### config.mk
export PLATFORM = sky130hd
export DESIGN_NAME = wb_arbiter
export DESIGN_NICKNAME = d
export VERILOG_FILES = /design/src/rtl/wb_arbiter.sv
export SDC_FILE = /design/constraint.sdc
export NUM_CORES = 1
export LEC_CHECK = 0
export CORE_AREA = 4 4 128 130
export DETAILED_ROUTE_END_ITERATION = 7
export DIE_AREA = 0 0 132 134
export PLACE_DENSITY = 0.5
export SETUP_SLACK_MARGIN = 0.05
export SYNTH_ARGS = -nofsm -noshare
export SYNTH_HDL_FRONTEND = slang
export SYNTH_SLANG_ARGS = --single-unit
### constraint.sdc
create_clock -name wb_clk_i -period 2 [get_ports wb_clk_i]
set_clock_uncertainty 0.05 [all_clocks]
set_input_delay 0.4 -clock wb_clk_i [delete_from_list [all_inputs] [get_ports wb_clk_i]]
set_output_delay 0.4 -clock wb_clk_i [all_outputs]
set_load 0.1 [all_outputs]
### src/rtl/wb_arbiter.sv
// Wishbone B3 round-robin arbiter: shares one slave port among num_masters masters.
// The grant is registered and held for as long as the granted master keeps cyc high.
module wb_arbiter #(
  parameter int dw          = 32,
  parameter int aw          = 32,
  parameter int num_masters = 2
) (
  input  logic                          wb_clk_i,
  input  logic                          wb_rst_i,
  input  logic [num_masters*aw-1:0]     wbm_adr_i,
  input  logic [num_masters*dw-1:0]     wbm_dat_i,
  input  logic [num_masters*(dw/8)-1:0] wbm_sel_i,
  input  logic [num_masters-1:0]        wbm_we_i,
  input  logic [num_masters-1:0]        wbm_cyc_i,
  input  logic [num_masters-1:0]        wbm_stb_i,
  input  logic [num_masters*3-1:0]      wbm_cti_i,
  input  logic [num_masters*2-1:0]      wbm_bte_i,
  output logic [num_masters*dw-1:0]     wbm_dat_o,
  output logic [num_masters-1:0]        wbm_ack_o,
  output logic [num_masters-1:0]        wbm_err_o,
  output logic [num_masters-1:0]        wbm_rty_o,
  output logic [aw-1:0]                 wbs_adr_o,
  output logic [dw-1:0]                 wbs_dat_o,
  output logic [dw/8-1:0]               wbs_sel_o,
  output logic                          wbs_we_o,
  output logic                          wbs_cyc_o,
  output logic                          wbs_stb_o,
  output logic [2:0]                    wbs_cti_o,
  output logic [1:0]                    wbs_bte_o,
  input  logic [dw-1:0]                 wbs_dat_i,
  input  logic                          wbs_ack_i,
  input  logic                          wbs_err_i,
  input  logic                          wbs_rty_i
);

  localparam int gw = (num_masters > 2) ? $clog2(num_masters) : 1;
  typedef logic [gw-1:0] grant_t;

  grant_t grant_q, grant_d;
  logic   active_q, active_d;
  logic   hold_s;
  int     idx_s;

  logic [aw-1:0]   adr_a [num_masters];
  logic [dw-1:0]   dat_a [num_masters];
  logic [dw/8-1:0] sel_a [num_masters];
  logic [2:0]      cti_a [num_masters];
  logic [1:0]      bte_a [num_masters];

  // Unpack the flat master vectors into per-master arrays
  always_comb begin
    for (int i = 0; i < num_masters; i++) begin
      adr_a[i] = wbm_adr_i[i*aw +: aw];
      dat_a[i] = wbm_dat_i[i*dw +: dw];
      sel_a[i] = wbm_sel_i[i*(dw/8) +: (dw/8)];
      cti_a[i] = wbm_cti_i[i*3 +: 3];
      bte_a[i] = wbm_bte_i[i*2 +: 2];
    end
  end

  assign hold_s = active_q & wbm_cyc_i[grant_q];

  // Round-robin search; scanning farthest-first lets the nearest requester after grant win
  always_comb begin
    grant_d  = grant_q;
    active_d = active_q;
    idx_s    = 0;
    if (!hold_s) begin
      active_d = 1'b0;
      for (int k = num_masters; k >= 1; k--) begin
        idx_s = (int'(grant_q) + k) % num_masters;
        if (wbm_cyc_i[grant_t'(idx_s)]) begin
          grant_d  = grant_t'(idx_s);
          active_d = 1'b1;
        end else begin
          grant_d  = grant_d;
          active_d = active_d;
        end
      end
    end else begin
      grant_d  = grant_q;
      active_d = active_q;
    end
  end

  // Grant and active state registers
  always_ff @(posedge wb_clk_i or posedge wb_rst_i) begin
    if (wb_rst_i) begin
      grant_q  <= '0;
      active_q <= 1'b0;
    end else begin
      grant_q  <= grant_d;
      active_q <= active_d;
    end
  end

  // Slave-side pass-through from the granted master
  always_comb begin
    wbs_adr_o = adr_a[grant_q];
    wbs_dat_o = dat_a[grant_q];
    wbs_sel_o = sel_a[grant_q];
    wbs_we_o  = wbm_we_i[grant_q];
    wbs_cti_o = cti_a[grant_q];
    wbs_bte_o = bte_a[grant_q];
    wbs_cyc_o = hold_s;
    wbs_stb_o = hold_s & wbm_stb_i[grant_q];
  end

  // Responses reach only the granted master; read data goes to everyone
  always_comb begin
    wbm_dat_o = {num_masters{wbs_dat_i}};
    for (int i = 0; i < num_masters; i++) begin
      wbm_ack_o[i] = wbs_ack_i & active_q & (grant_q == grant_t'(i));
      wbm_err_o[i] = wbs_err_i & active_q & (grant_q == grant_t'(i));
      wbm_rty_o[i] = wbs_rty_i & active_q & (grant_q == grant_t'(i));
    end
  end

endmodule

# Yosys cells after proc, flatten, opt, wreduce, memory -nomap -nowiden
# Index checks and enable logic that the tools add are counted.
[totals] ff_bits=2 input_bits=189
[op_classes] n_addsub=2 order_cmp=4 muxes=29 bitwise_logic=14 reduce_logical=2
[op_table] op="$mux 32" count=6
[op_table] op="$mux 1" count=14
[op_table] op="$mux 4" count=3
[op_table] op="$and 1x1->1" count=11
[op_table] op="$mux 3" count=3
[op_table] op="$lt 1x2->1 const B" count=3
[op_table] op="$mux 2" count=3
[op_table] op="$add 1x1->1 const B" count=2
[op_table] op="$ge 2x2->1 const B" count=1
[op_table] op="$not 1->1" count=2
[op_table] op="$not 1->2" count=1
[op_table] op="$reduce_and 2->1" count=1
[op_table] op="$reduce_bool 2->1" count=1

# Logic depth before layout (Yosys ltp)
[logic_depth] word_depth=5 mapped_depth=4

# Worst setup path before layout
# OpenSTA, ideal clock, no wires.
[synth_timing] path_type="register to output" startpoint="register grant_q" endpoint="output port wbs_stb_o" t_arrival_ns=2.235 setup_slack_ns=-0.685 path_stages_with_launch=5 path_cell_list="dfrtp_1 > buf_6 > buf_6 > nand3b_1 > a21boi_1"
[synth_via] elab_chain_cells=4 word_cells_on_any_way=6 classes_between="4 x mux; 2 x bitwise"
[synth_rtl] item="start: declaration" line="39" rtl="grant_t grant_q, grant_d;"
[synth_rtl] item="start signal: assignment" line="92" rtl="grant_q <= grant_d;"
[synth_rtl] item="$mux 1 (not written as such) (2 in series)" line="61" rtl="assign hold_s = active_q & wbm_cyc_i[grant_q];"
[synth_rtl] item="$and 1x1->1" line="61"
[synth_rtl] item="$and 1x1->1 *" line="106" rtl="wbs_stb_o = hold_s & wbm_stb_i[grant_q];"
[synth_rtl] item="end: declaration" line="27" rtl="output logic wbs_stb_o,"
# Mark *: on every way between the ends. The rest lies on a longest branch, timed or not. The select of a mux whose other input is x is not followed.

# Worst setup path in the final report
[layout_timing] startpoint="register grant_q" endpoint="output port wbs_dat_o[11]"
[layout_via] elab_chain_cells=4
[layout_rtl] item="$not 1->2 (not written as such)" line="100" rtl="wbs_dat_o = dat_a[grant_q];"
[layout_rtl] item="$mux 32 (not written as such) (3 in series)" line="100"
[layout_rtl] item="end: declaration" line="23" rtl="output logic [dw-1:0] wbs_dat_o,"
# No other way between the ends. The select of a mux whose other input is x is not followed.

==> results.sh <==
export IMPL_status="finished, final reports clean"
export IMPL_synth_xor_area_frac=0
export IMPL_area_growth_pct=192
export IMPL_yosys_warnings=0
export IMPL_worstSetupEndpointType="output port"
export IMPL_drt_pre_antenna_iters=4
export IMPL_synth_cells=166
export IMPL_clkSinkCount=2
export IMPL_drc=0
export IMPL_critical_path_startpoint="grant_q"
export IMPL_synth_top_area_cell="mux2_2"
export IMPL_yosys_register_bits=2
export IMPL_synth_adder_area_share=0
export IMPL_final_max_slew_viol_count=0
export IMPL_min_period_over_period=0.981
export IMPL_relSlewSlack=0.843
export IMPL_grtUsageTotal=0.0852
export IMPL_regToRegSetupSlack_ns=0.80
export IMPL_drive_gt1_frac=0.501
export IMPL_die_area_sq_mm=0.0177
export IMPL_ant_nets=0
export IMPL_muxShareOfSynthArea=0.536
export IMPL_crit_path_start_kind="register"
export IMPL_rows=45
export IMPL_coreArea_sq_mm=0.0151
export IMPL_postLayoutSetupSlackWorst_ns=0.0384
export IMPL_r2r_worst_path_cells=3
export IMPL_grt_pass1_wl_mm=12.1
export IMPL_yosys_top_cells_area="mux2_2, buf_4, buf_6"
export IMPL_leakagePower_nw=1.82
export IMPL_setup_violations=0
export IMPL_post_synth_top_area_fraction=0.530
export IMPL_antenna_found_initial=0
export IMPL_ir_drop_uv=455
export IMPL_wl_mm=8.32
export IMPL_clockBufferDepth=2
export IMPL_start_util=0.104
export IMPL_reg2reg_to="grant_q"
export IMPL_p_total_mw=3.36
export IMPL_crit_fanout=44
export IMPL_synth_top_family_by_area="multiplexers"
export IMPL_period_minus_slack_ns=1.96
export IMPL_io_pins=335
export IMPL_internal_power_mw=1.52
export IMPL_yosys_area_share_simple=0.0438
export IMPL_synth_nets=355
export IMPL_syn_mean_instance_area_sq_um=9.47
export IMPL_arrival_ns=1.51
export IMPL_yosysMostFrequentCell="mux2_2"
export IMPL_die_height_microns=134
export IMPL_wire_per_inst_microns=15.8
export IMPL_gp_congestion=0.748
export IMPL_vias_per_cell=3.50
export IMPL_p_per_area_mw_per_mm2=733
export IMPL_diodes=0
export IMPL_path_clk_slew_ns=0.03
export IMPL_synth_seq_area_share=0.0318
export IMPL_fillers=1531
export IMPL_worstReg2RegStart="grant_q"
export IMPL_drv_cap=0
export IMPL_tightest_slew_ns=0.235
export IMPL_hold_viol_final=0
export IMPL_dp_hpwl_mm=7.30
export IMPL_cts_made_buffers=3
export IMPL_synthTopCellsByCount="mux2_2, buf_4, buf_6"
export IMPL_htree_levels=1
export IMPL_async_reset_ff_frac=1.00
export IMPL_worst_setup_path_type="reg -> out"
export IMPL_post_dp_cell_area_sq_mm=0.00449
export IMPL_insertion_delay_ns=0.22
export IMPL_swShare=0.548
export IMPL_grt_max_degree=45
export IMPL_synth_compound_area_frac=0.0199
export IMPL_vias=1838
export IMPL_grt_setup_unrepaired="yes"
export IMPL_final_cells=525
export IMPL_io_buffers=238
export IMPL_die_w_microns=132
export IMPL_crit_required_ns=1.55
export IMPL_grt_pass1_vias=2060
export IMPL_clock_power_share=0.093
export IMPL_combPwrFrac=0.891
export IMPL_placed_cells=521
export IMPL_cts_tree="built"
export IMPL_ys_types=17
export IMPL_pwr_share_seq=0.016
export IMPL_synth_ff_type="dfrtp_1"
export IMPL_switching_power_mw=1.84
export IMPL_nets=527
export IMPL_drt_initial_drc_count=9
export IMPL_syn_area_sq_mm=0.00157
export IMPL_synth_edf_count=0
export IMPL_grt_ovfl_total=0
export IMPL_pre_cts_ws_ns=0.108
export IMPL_timing_fmax_mhz=510
export IMPL_hold_path_class="in -> async"
export IMPL_postCtsSetupBuffers=0
export IMPL_setup_tns_ns=0
export IMPL_design_area_sq_mm=0.00459
export IMPL_clock_tree_root_cell="clkbuf_16"
[power groups by stage]
stage	logic, mW	clock network [mW]	registers, mW
5_1_grt	3.07	0.324	0.0542
3_3_place_gp	3.00	0	0.0523
4_1_cts	3.02	0.315	0.0532
6_report	3.00	0.312	0.0531
3_5_place_dp	3.01	0	0.0527
2_1_floorplan	2.38	0	0.0473
[cells by family (layout without fill, tap and decap cells)]
family / count (synthesis) / after routing
and+or+nand+nor: 11 / 11
muxes: 75 / 75
DFF: 2 / 2
AOI/OAI and AO/OA: 4 / 4
buffers and inverters: 74 / 245
[what timing repair did]
action,in CTS,in global routing
resized for setup,1,5
endpoints found under the setup margin,10,79
pin swaps,0,1
hold buffers,0,0
hold endpoints to repair,0,0
[how the worst max path moves through the flow]
stage	cells after the start	slack [ns]	to
3_5_place_dp	4	0.11	wbs_stb_o
4_1_cts	3	0.01	wbs_dat_o[28]
3_3_place_gp	4	0.13	wbs_stb_o
5_1_grt	4	-0.01	wbs_stb_o
2_1_floorplan	4	-0.11	wbs_stb_o
6_report	3	0.04	wbs_dat_o[11]
[per-layer routing]
layer / track usage / vias to the layer above / wire (microns)
met4: 0.0146 / 0 / 85
met1: 0.0936 / 845 / 3010
met3: 0.0296 / 19 / 842
met2: 0.160 / 122 / 4380
li1: - / 852 / -
met5: 0 / - / 0
[worst max-delay path: stages, from the launching register on]
cell and delay (ns):
dfrtp_4 0.44, buf_16 0.22, mux2_2 0.41, buf_12 0.17
[per-stage QoR]
stage | hold slack (ns) | util
2_1_floorplan | 0.0912 | -
3_3_place_gp | 0.539 | 0.296
3_5_place_dp | 0.550 | 0.296
4_1_cts | 0.317 | 0.302
5_1_grt | 0.322 | 0.303
6_report | 0.302 | 0.303
[registers in the layout (all words and copies together), names as in the netlist]
name,flops
grant_q,1
active_q,1
[placed cells by master, fill, tap and decap left out, drive strengths merged]
| cell | instances |
|---|---|
| clkdlybuf4s50 | 156 |
| buf | 84 |
| mux2 | 74 |
| clkbuf | 4 |
| and3 | 3 |
| and2 | 3 |
| nor2b | 2 |
| dfrtp | 2 |
| mux2i | 1 |
| or2 | 1 |
| o21ai | 1 |
| a21bo | 1 |
| a22o | 1 |
| nand3 | 1 |
| nand3b | 1 |
| a21boi | 1 |
| inv | 1 |
[final cells by class]
type | instances | area [sq um] | area share
Multi-Input combinational cell | 90 | 965 | 0.210
Timing Repair Buffer | 240 | 3250 | 0.709
Sequential cell | 2 | 53.8 | 0.0117
Clock buffer | 4 | 78.8 | 0.0172
Tap cell | 188 | 235 | 0.0513
Inverter | 1 | 3.75 | 0.000818
Note: power is estimated with default switching activity, not from simulation.
